==> src/rtl/nds_async_fifo_wr_packer.sv <==
// nds_async_fifo_wr_packer: w_clk-domain packer ahead of the async FIFO.
// Packs RATIO narrow beats into one FIFO word {lane_cnt_m1, last, data}.
//
// Ports:
//   w_clk, w_reset_n          write clock, async active-low reset
//   in_valid/in_data/in_last  beat handshake input, in_ready output
//   fifo_full                 registered FIFO full (w_clk domain)
//   fifo_wr, fifo_wr_data     FIFO push strobe and word
//   busy                      partial word pending or output stage occupied
//
// Build option: define NDS_ASYNC_FIFO_PACKER_TIMEOUT_EN to auto-flush a
// partial word after FLUSH_TIMEOUT idle cycles.
module nds_async_fifo_wr_packer #(
    parameter  int IN_WIDTH      = 8,
    parameter  int RATIO         = 4,
    parameter  int FLUSH_TIMEOUT = 16,
    localparam int CNT_W         = $clog2(RATIO),
    localparam int OUT_WIDTH     = IN_WIDTH * RATIO + 1 + CNT_W
) (
    input  logic                 w_clk,
    input  logic                 w_reset_n,
    input  logic                 in_valid,
    input  logic [IN_WIDTH-1:0]  in_data,
    input  logic                 in_last,
    output logic                 in_ready,
    input  logic                 fifo_full,
    output logic                 fifo_wr,
    output logic [OUT_WIDTH-1:0] fifo_wr_data,
    output logic                 busy
);

    localparam int DW     = IN_WIDTH * RATIO;
    localparam int IDLE_W = (FLUSH_TIMEOUT > 1) ? $clog2(FLUSH_TIMEOUT) : 1;

    localparam logic [CNT_W-1:0]  LAST_IDX = CNT_W'(RATIO - 1);
    localparam logic [IDLE_W-1:0] IDLE_MAX = IDLE_W'(FLUSH_TIMEOUT - 1);

    logic [DW-1:0]        acc_q, acc_d;
    logic [CNT_W-1:0]     idx_q, idx_d;
    logic                 out_vld_q, out_vld_d;
    logic [OUT_WIDTH-1:0] out_reg_q, out_reg_d;

    logic          slot_free;
    logic          accept;
    logic          push;
    logic          complete;
    logic [DW-1:0] merged;

    // fifo_full is a register, so in_ready has no combinational loop.
    assign slot_free    = ~out_vld_q | ~fifo_full;
    assign in_ready     = slot_free;
    assign accept       = in_valid & slot_free;
    assign push         = out_vld_q & ~fifo_full;
    assign complete     = accept & ((idx_q == LAST_IDX) | in_last);
    assign fifo_wr      = push;
    assign fifo_wr_data = out_reg_q;
    assign busy         = (idx_q != '0) | out_vld_q;

    // Lanes above idx are still zero in acc, so merged carries zero padding.
    always_comb begin
        merged = acc_q;
        for (int i = 0; i < RATIO; i++) begin
            if (idx_q == CNT_W'(i)) begin
                merged[i*IN_WIDTH +: IN_WIDTH] = in_data;
            end
        end
    end

`ifdef NDS_ASYNC_FIFO_PACKER_TIMEOUT_EN
    logic [IDLE_W-1:0] idle_q, idle_d;
    logic              flush;

    // An accepted beat always wins over the timeout.
    assign flush = ~accept & (idx_q != '0) & (idle_q == IDLE_MAX) & slot_free;

    always_comb begin
        idle_d = idle_q;
        if (accept || flush) begin
            idle_d = '0;
        end else if ((idx_q != '0) && (idle_q != IDLE_MAX)) begin
            idle_d = idle_q + IDLE_W'(1);
        end
    end

    always_ff @(posedge w_clk or negedge w_reset_n) begin
        if (!w_reset_n) begin
            idle_q <= '0;
        end else begin
            idle_q <= idle_d;
        end
    end
`else
    logic flush;
    logic unused_cfg;

    assign flush      = 1'b0;
    assign unused_cfg = ^IDLE_MAX;
`endif

    always_comb begin
        acc_d     = acc_q;
        idx_d     = idx_q;
        out_vld_d = out_vld_q;
        out_reg_d = out_reg_q;

        if (push) begin
            out_vld_d = 1'b0;
        end

        // A load in the same cycle as a push keeps the stage full (back-to-back).
        if (complete) begin
            out_reg_d = {idx_q, in_last, merged};
            out_vld_d = 1'b1;
            acc_d     = '0;
            idx_d     = '0;
        end else if (accept) begin
            acc_d = merged;
            idx_d = idx_q + CNT_W'(1);
        end else if (flush) begin
            out_reg_d = {idx_q - CNT_W'(1), 1'b0, acc_q};
            out_vld_d = 1'b1;
            acc_d     = '0;
            idx_d     = '0;
        end
    end

    always_ff @(posedge w_clk or negedge w_reset_n) begin
        if (!w_reset_n) begin
            acc_q     <= '0;
            idx_q     <= '0;
            out_vld_q <= 1'b0;
            out_reg_q <= '0;
        end else begin
            acc_q     <= acc_d;
            idx_q     <= idx_d;
            out_vld_q <= out_vld_d;
            out_reg_q <= out_reg_d;
        end
    end

endmodule

==> config.mk <==
export PLATFORM = sky130hd
export DESIGN_NAME = nds_async_fifo_wr_packer
export DESIGN_NICKNAME = d
export VERILOG_FILES = /design/src/rtl/nds_async_fifo_wr_packer.sv
export SDC_FILE = /design/constraint.sdc
export NUM_CORES = 1
export LEC_CHECK = 0
export BUFFER_PORTS_ARGS = -buffer_cell sky130_fd_sc_hd__buf_2
export CORE_ASPECT_RATIO = 0.5
export CORE_MARGIN = 5
export CORE_UTILIZATION = 55
export DETAILED_ROUTE_END_ITERATION = 8
export GPL_TIMING_DRIVEN = 0
export PLACE_DENSITY = 0.78
export SETUP_SLACK_MARGIN = 0.02
export SLEW_MARGIN = 20
export SYNTH_ARGS = -nofsm -noshare
export SYNTH_HDL_FRONTEND = slang
export SYNTH_SLANG_ARGS = --single-unit
==> constraint.sdc <==
create_clock -name w_clk -period 1.8 [get_ports w_clk]
set_input_delay 0.27 -clock w_clk [delete_from_list [all_inputs] [get_ports w_clk]]
set_output_delay 0.27 -clock w_clk [all_outputs]
set_load 0.005 [all_outputs]
## Yosys cells after proc, flatten, opt, wreduce, memory -nomap -nowiden

Index checks and enable logic that the tools add are counted.

| storage, ports and cells | value |
|---|---|
| flip-flop bits (word level) | 70 |
| latch bits | 0 |
| bits in writable memories | 0 |
| bits in read-only memories | 0 |
| input port bits | 13 |
| output and inout bits | 38 |
| word-level logic and storage cells | 30 |
| memories kept | 0 |

| cells by class | value |
|---|---|
| add/sub/neg operators | 1 |
| $mul | 0 |
| divide/modulo/power cells | 0 |
| magnitude comparators | 0 |
| equality and inequality tests | 3 |
| shift-type cells | 0 |
| muxes and demuxes | 10 |
| bitwise operators | 8 |
| reduce and logical (&&, ||, !) cells | 4 |

Operators by type and width:

| kind | count |
|---|---|
| 32-bit two-way mux | 2 |
| 8-bit two-way mux | 4 |
| 2-bit nonzero test | 3 |
| 2-bit == test, second input constant | 2 |
| 2-bit two-way mux | 2 |
| 1-bit bitwise AND | 3 |
| 1-bit OR | 3 |
| 2-bit by 1-bit adder with 2-bit output, second input constant | 1 |
| 2-bit by 1-bit == test with 1-bit output, second input constant | 1 |
| 2-bit logical NOT | 1 |
| 1-bit two-way mux | 2 |
| 1-bit inverter | 2 |

## Longest topological paths before layout

Gate-level depths: netlist of run 1.

| depth | value |
|---|---|
| word-level depth | 5 |
| depth in mapped cells | 6 |
| mapped depth without buffers | 4 |

## Worst setup path before layout of run 1

No wires, ideal clock.

| timing | value |
|---|---|
| path type | reg2reg |
| start | register idx_q[0] |
| end | register out_reg_q[33], in the netlist fifo_wr_data[33] |
| library setup time | 125 ps |
| arrival | 1402 ps |
| data required time | 1675 ps |
| slack | 274 ps |
| cell stages (with the launch flop) | 5 |
| buffers on the path | 0 |
| period minus slack after synthesis | 1526 ps |
| cell sequence | dfrtp_1 ha_1 or2_2 nand2_2 mux2_2 |

| between the ends | value |
|---|---|
| word-level cells in the longest chain between the ends | 3 |

Ends and longest elaborated chain:

| what | line | source |
|---|---|---|
| start: declaration | 39 | `logic [CNT_W-1:0] idx_q, idx_d;` |
| start signal: assignment | 135 | `idx_q <= idx_d;` |
| 2-bit == test | 54 | `assign complete = accept & ((idx_q == LAST_IDX) \| in_last);` |
| 1-bit OR | 54 |  |
| 1-bit bitwise AND | 54 |  |
| end signal: assignment | 137 | `out_reg_q <= out_reg_d;` |
| end: declaration | 41 | `logic [OUT_WIDTH-1:0] out_reg_q, out_reg_d;` |

Several ways; a longest one is shown, not always the timed one.
A chain may end at the register's enable or synchronous reset.

## Worst setup path after layout of run 1

| timing | value |
|---|---|
| start | register idx_q[0] |
| end | register out_reg_q[31], in the netlist fifo_wr_data[31] |

| between the ends | value |
|---|---|
| word-level cells in the longest chain between the ends | 3 |
| elaborated cells between the ends (all ways) | 4 |
| classes of those cells | eq/ne (1); mux (1); bitwise (2) |

Ends and longest elaborated chain:

| what | line |
|---|---|
| 2-bit == test (*) | 54, 63 |
| 1-bit OR | 54 |
| 1-bit bitwise AND | 54 |

Every way passes the cells marked *; elsewhere a longest branch is shown, timed or not.

==> metrics, run 1 <==
status=completed; Reg2Reg Setup Slack=60 ps; sequential fraction of the synthesis area=58.90%; DR pass1 iterations=4; DIE HEIGHT=62.00 um; P per Cell Area=1200 mW/mm^2; Synth area leader=dfrtp_1; worst slew pin tran=464.2 ps; vias=2239; Area Growth Syn to Fin=20.24%; Pleak=1.766 nW; WHS Endpoint=out_vld_q$_DFFE_PN0P_; crit-path max FO=10; reg-to-reg startpoint=idx_q[0]$_DFFE_PN0P_; synth cell count leaders=70 x dfrtp_1, 52 x o21ai_0, 32 x mux2i_1, 25 x a22o_1, 14 x o21ai_1; Max-slew headroom=69.05%; number of fill cells=393; GRT overflow=0; NumNets Final=330; top post-synthesis cells by area=dfrtp_1 59%, mux2i_1 11%, o21ai_0 8.8%; clk_lat worst skew=340 ps; CP max-delay cell=dfrtp_1; worst min-delay path class=in2reg; Seq cells post-synth=70; Power, Total=4.290 mW; Core Area=0.005067 mm^2; Synth Warn #=0; Mapped Cells=246; unrepaired setup endpoints after global routing=yes; setup tns final=0 ps; most common cell in the netlist=dfrtp_1; num rows=18; RePlAce Congestion=0.8139; max incr delay on CP=450 ps; Clk Tree Root Cell=clkbuf_8; Die W=114.0 um; detailed-route wire length=7166 um; crit start category=flip-flop; CTS tree=done; Vias/cell=5.771; DIE AREA=0.007067 mm^2; reg2reg end=fifo_wr_data[31]$_DFFE_PN0P_; Yosys cell types=24; crit-path cells=ha_1 > or2_2 > nand2_2 > buf_2 > o21ai_1; post-route ant nets=0; max-slew violation count=0; final HPWL from detailed placement=4839 um; syn_area_per_cell=12.09 um^2; most common flop cell mapped by yosys=dfrtp_1; Initial Utilization=58.69%; Setup crit start=idx_q[0]$_DFFE_PN0P_; Worst EP arrival=1960 ps; Register-to-Register Path Depth=5; Fin. Hold Viols=0; Async S/R FF share, synth=100.0%; IO buf count=50; antenna cells=0; global-route usage over all layers=21.85%; Max Clock Freq=574.4 MHz; Max Cap Viol=0; share of Yosys cell area claimed by the top area cell type=58.90%; Post-synth EDFFs=0; DRC viols=0; pin count of the biggest net entering global routing=37; worst hold slack=217.2 ps; Mapped Area=0.002974 mm^2; vias in the first global route=2269; Setup crit end kind=flip-flop; H-Tree Depth=3; Num CTS Buffers=9; layout cells sized above 1=29.25%; Multi-input gate area=0.001125 mm^2; clock buffer depth=2; FF/Latch Area=0.001752 mm^2; drt first-iter violations=126; I/O Pins=51; final setup fails=0; Worst-path clk slew=80 ps; Hold Path Stages=3; final worst-path cycle share=96.73%; clock tree sinks=70; global-route wire length before repair=11700 um; CP required=2020 ps; Syn Nets=263; initial antenna violation count=0; Clock Skews=11.22 ps; Period minus WS final=1741 ps; maximum VDD drop=0.5287 mV; CP Class=reg2reg; post-DR wirelength/cell=18.47 um; min-delay src=fifo_full
==> per-stage QoR <==
| stage | std cells | setup slack [ps] | util, % | instance area [um^2] |
|---|---|---|---|---|
| floorplan | 246 | 273.8 | - | 2974 |
| global placement | 366 | 84.57 | 65.36 | 3312 |
| detailed placement | 367 | 2.556 | 65.80 | 3334 |
| CTS | 384 | 45.84 | 69.90 | 3542 |
| global route | 388 | 4.998 | 70.57 | 3576 |
| finish | 388 | 58.94 | 70.57 | 3576 |
==> where the power goes <==
group	leakage, nW	switching, mW	internal, mW
combinational	0.729	0.537	0.481
clock	0.0976	0.573	0.681
sequential	0.940	0.162	1.86
total	1.77	1.27	3.02
==> worst max-delay path: cells and delay by family, from the launching register on <==
family | cells | cell delay [ps]
AND/OR/NAND/NOR | 2 | 540
flip-flops | 1 | 450
buffers and inverters | 1 | 270
adder cells (fa/ha/maj) | 1 | 240
AO/OA/AOI/OAI | 1 | 120
==> sequential cells by signal, indices dropped and copies added (netlist names) <==
| name | cells |
|---|---|
| fifo_wr_data | 35 |
| acc_q | 32 |
| idx_q | 2 |
| out_vld_q | 1 |
==> cell type report <==
class	instances	share of cell area, %
Tap cell	70	2.449
Clock inverter	3	1.225
Clock buffer	13	4.164
Timing Repair Buffer	55	8.537
Sequential cell	70	48.99
Inverter	2	0.2099
Buffer	18	2.974
Multi-Input combinational cell	157	31.46
==> repair_timing <==
action | 4_1_cts | 5_1_grt
gates resized for setup | 3 | 3
pin swaps | 0 | 1
cloned | 0 | 1
hold endpoints to repair | 34 | 0
buffers inserted | 0 | 3
setup endpoints to repair | 14 | 27
hold buffers | 1 | 0
==> routing by layer <==
layer | wire [um] | part of all wire [%] | global-route usage (%) | vias to the layer above
met2 | 3321 | 46 | 34.28 | 73
met4 | 78 | 1.1 | 6.768 | 0
met5 | 0 | 0 | 0 | -
met1 | 3223 | 45 | 29.62 | 1123
li1 | - | - | - | 1035
met3 | 542 | 7.6 | 7.253 | 8
==> how the worst max path moves through the flow <==
stage,endpoint,slack [ps],depth (start not counted)
after floorplan,fifo_wr_data[33]$_DFFE_PN0P_,270,4
after global placement,fifo_wr_data[27]$_DFFE_PN0P_,80,6
after detailed placement,fifo_wr_data[28]$_DFFE_PN0P_,3,6
after CTS,fifo_wr_data[7]$_DFFE_PN0P_,50,6
after global routing,fifo_wr_data[13]$_DFFE_PN0P_,5,5
final,fifo_wr_data[31]$_DFFE_PN0P_,60,5
==> logic make-up (layout without fill, tap and decap cells) <==
kind of cell    count (synthesis)  after routing  share of synthesized area [%]
compound gates                 96             96                          20.07
flops                          70             70                          58.90
mux                            34             34                          11.53
simple gates                   22             23                          4.334
buf+inv                        20             91                          3.492
fa+ha+maj                       4              4                          1.683
==> cells in the final DEF, fill, tap and decap left out, types with 2 or more instances in the layout <==
cell type and count:
inv_1 2, nand2_1 5, and3_1 3, clkbuf_2 3
clkbuf_8 10, clkbuf_1 6, a22o_1 25, o21ai_0 52
o21ai_1 14, buf_4 7, ha_1 4, buf_6 2
and2_1 8, o21ai_2 3, dfrtp_1 70, buf_2 56
mux2_2 2, mux2i_1 32
Note: power is estimated with default switching activity, not from simulation.
==> inputs of run 2 (changes only) <==
--- a/config.mk
+++ b/config.mk
@@ -6,14 +6,15 @@
 export NUM_CORES = 1
 export LEC_CHECK = 0
 export BUFFER_PORTS_ARGS = -buffer_cell sky130_fd_sc_hd__buf_2
+export CELL_PAD_IN_SITES_DETAIL_PLACEMENT = 1
+export CELL_PAD_IN_SITES_GLOBAL_PLACEMENT = 2
 export CORE_ASPECT_RATIO = 0.5
 export CORE_MARGIN = 5
-export CORE_UTILIZATION = 55
+export CORE_UTILIZATION = 37
 export DETAILED_ROUTE_END_ITERATION = 8
 export GPL_TIMING_DRIVEN = 0
-export PLACE_DENSITY = 0.78
+export PLACE_DENSITY_LB_ADDON = 0.1
 export SETUP_SLACK_MARGIN = 0.02
-export SLEW_MARGIN = 20
 export SYNTH_ARGS = -nofsm -noshare
 export SYNTH_HDL_FRONTEND = slang
 export SYNTH_SLANG_ARGS = --single-unit
==> run 2 against run 1 <==
Clock power rose by 31%. Via count is 1.7% lower. Die area is 42% higher.
==> metrics, run 2 (synthesis results as in run 1) <==
maximum VDD drop=0.5211 mV; P per Cell Area=1269 mW/mm^2; clock tree sinks=70; Reg2Reg Setup Slack=50 ps; number of fill cells=869; DIE HEIGHT=73.40 um; num rows=23; Setup WS pre-CTS=-45.16 ps; Vias/cell=5.109; DRC viols=0; Initial Utilization=37.58%; worst slew pin tran=899.7 ps; DR pass1 iterations=4; vias in the first global route=2347; unrepaired setup endpoints after global routing=yes; Register-to-Register Path Depth=7; I/O Pins=51; post-DR wirelength/cell=19.15 um; Core Area=0.007914 mm^2; Setup crit end kind=flip-flop; detailed-route wire length=8254 um; Period minus WS final=1752 ps; status=completed; commonest non-fill, non-tap cells in the layout=69 x dfrtp_1, 53 x buf_2, 52 x o21ai_0, 32 x mux2i_1, 25 x a22o_1; number of flip-flops in the largest register=35; final HPWL from detailed placement=5581 um; Die W=136.8 um; global-route usage over all layers=17.78%; layout cells sized above 1=31.03%; reg2reg end=acc_q[8]$_DFFE_PN0P_; CTS tree=done; pin count of the biggest net entering global routing=71; hold buffer count at cts=0; antenna cells=0; Clk Tree Root Cell=clkbuf_16; GRT overflow=0; placed cell areas=0.003367 mm^2; Max Clock Freq=570.7 MHz; NumNets Final=332; post-route ant nets=0; worst min-delay path class=in2async; Max Cap Viol=0; Pleak=1.827 nW; Num CTS Buffers=9; post-layout util=47.26%; Area Growth Syn to Fin=25.75%; commonest non-fill, non-tap cell in the layout=dfrtp_1; final setup fails=0; CP required=2060 ps; CP Class=reg2reg; clock buffer depth=2; drt first-iter violations=109; post-route setup slack=47.90 ps; Fin. Hold Viols=0; Placed Cells incl. Taps=408; max-slew violation count=0; RePlAce Congestion=0.7350; crit start category=flip-flop; Worst EP arrival=2010 ps; Worst-path clk slew=60 ps; Power, Total=4.747 mW; final worst-path cycle share=97.34%; crit-path max FO=10; DIE AREA=0.01004 mm^2; Setup crit start=idx_q[0]$_DFFE_PN0P_; design area=0.003740 mm^2; reg-to-reg startpoint=idx_q[0]$_DFFE_PN0P_; IO buf count=50; Max-slew headroom=40.02%; global-route wire length before repair=13250 um; Post-Layout Cell Count=431; H-Tree Depth=3; initial antenna violation count=0; vias=2202; clk_lat worst skew=330 ps; Clock Skews=8.793 ps
-- run 2: cell count changes in the layout (fill, tap and decap cells not counted), sizes merged --
cell / delta
buf: +1
bufinv: -1
clkbuf: +1
clkinv: +1
clkinvlp: +1
dlygate4sd3: -1
nor2: -1
-- run 2: worst max-delay path by stage --
stage | endpoint | slack (ps) | cells past startpoint
2_1_floorplan | fifo_wr_data[33]$_DFFE_PN0P_ | 270 | 4
3_3_place_gp | fifo_wr_data[24]$_DFFE_PN0P_ | 2 | 6
3_5_place_dp | fifo_wr_data[22]$_DFFE_PN0P_ | -50 | 6
4_1_cts | fifo_wr_data[11]$_DFFE_PN0P_ | 20 | 5
5_1_grt | acc_q[22]$_DFFE_PN0P_ | -30 | 7
6_report | acc_q[8]$_DFFE_PN0P_ | 50 | 7
-- run 2: metrics by stage --
stage / hold slack, ps / setup TNS, ps
2_1_floorplan: -25.59 / 0
3_3_place_gp: 468.4 / 0
3_5_place_dp: 460.1 / -354.9
4_1_cts: 111.5 / 0
5_1_grt: 139.5 / -126.2
6_report: 57.84 / 0
-- run 2: worst max-delay path: stages (launching register included) --
cell	delay, ps
dfrtp_2	440
ha_1	240
buf_6	170
nor2_4	150
buf_12	120
and3_1	190
buf_2	200
a22o_1	170
-- run 2: routing by layer --
metal  vias up  share of wire, %  wire (um)  track usage (%)
met5         -                 0          0                0
met4         0              0.80         66            4.314
met3         7               5.0        412            5.677
met2        50                44       3666            27.32
met1      1116                50       4108            24.67
li1       1029                 -          -                -
-- run 2: cell type report --
cell class	instances	area [um^2]	share of cell area (%)
flip-flops and latches	70	1753	46.87
clock inverters	4	22.52	0.6022
well taps	112	140.1	3.747
clock buffers	11	252.7	6.758
plain buffers	18	117.6	3.145
multi-input cells	156	1124	30.04
repair buffers	58	322.8	8.632
inverters	2	7.507	0.2007
-- run 2: power by group --
group | internal (mW) | switching, mW
sequential | 1.86 | 0.153
combinational | 0.526 | 0.572
clock | 0.992 | 0.645
total | 3.38 | 1.37
-- run 2: repair_timing --
item,4_1_cts,5_1_grt
resized for setup,6,5
endpoints found under the setup margin,39,36
hold endpoints to repair,0,0
setup buffers,0,8
gates cloned,0,0
pin swaps,1,1
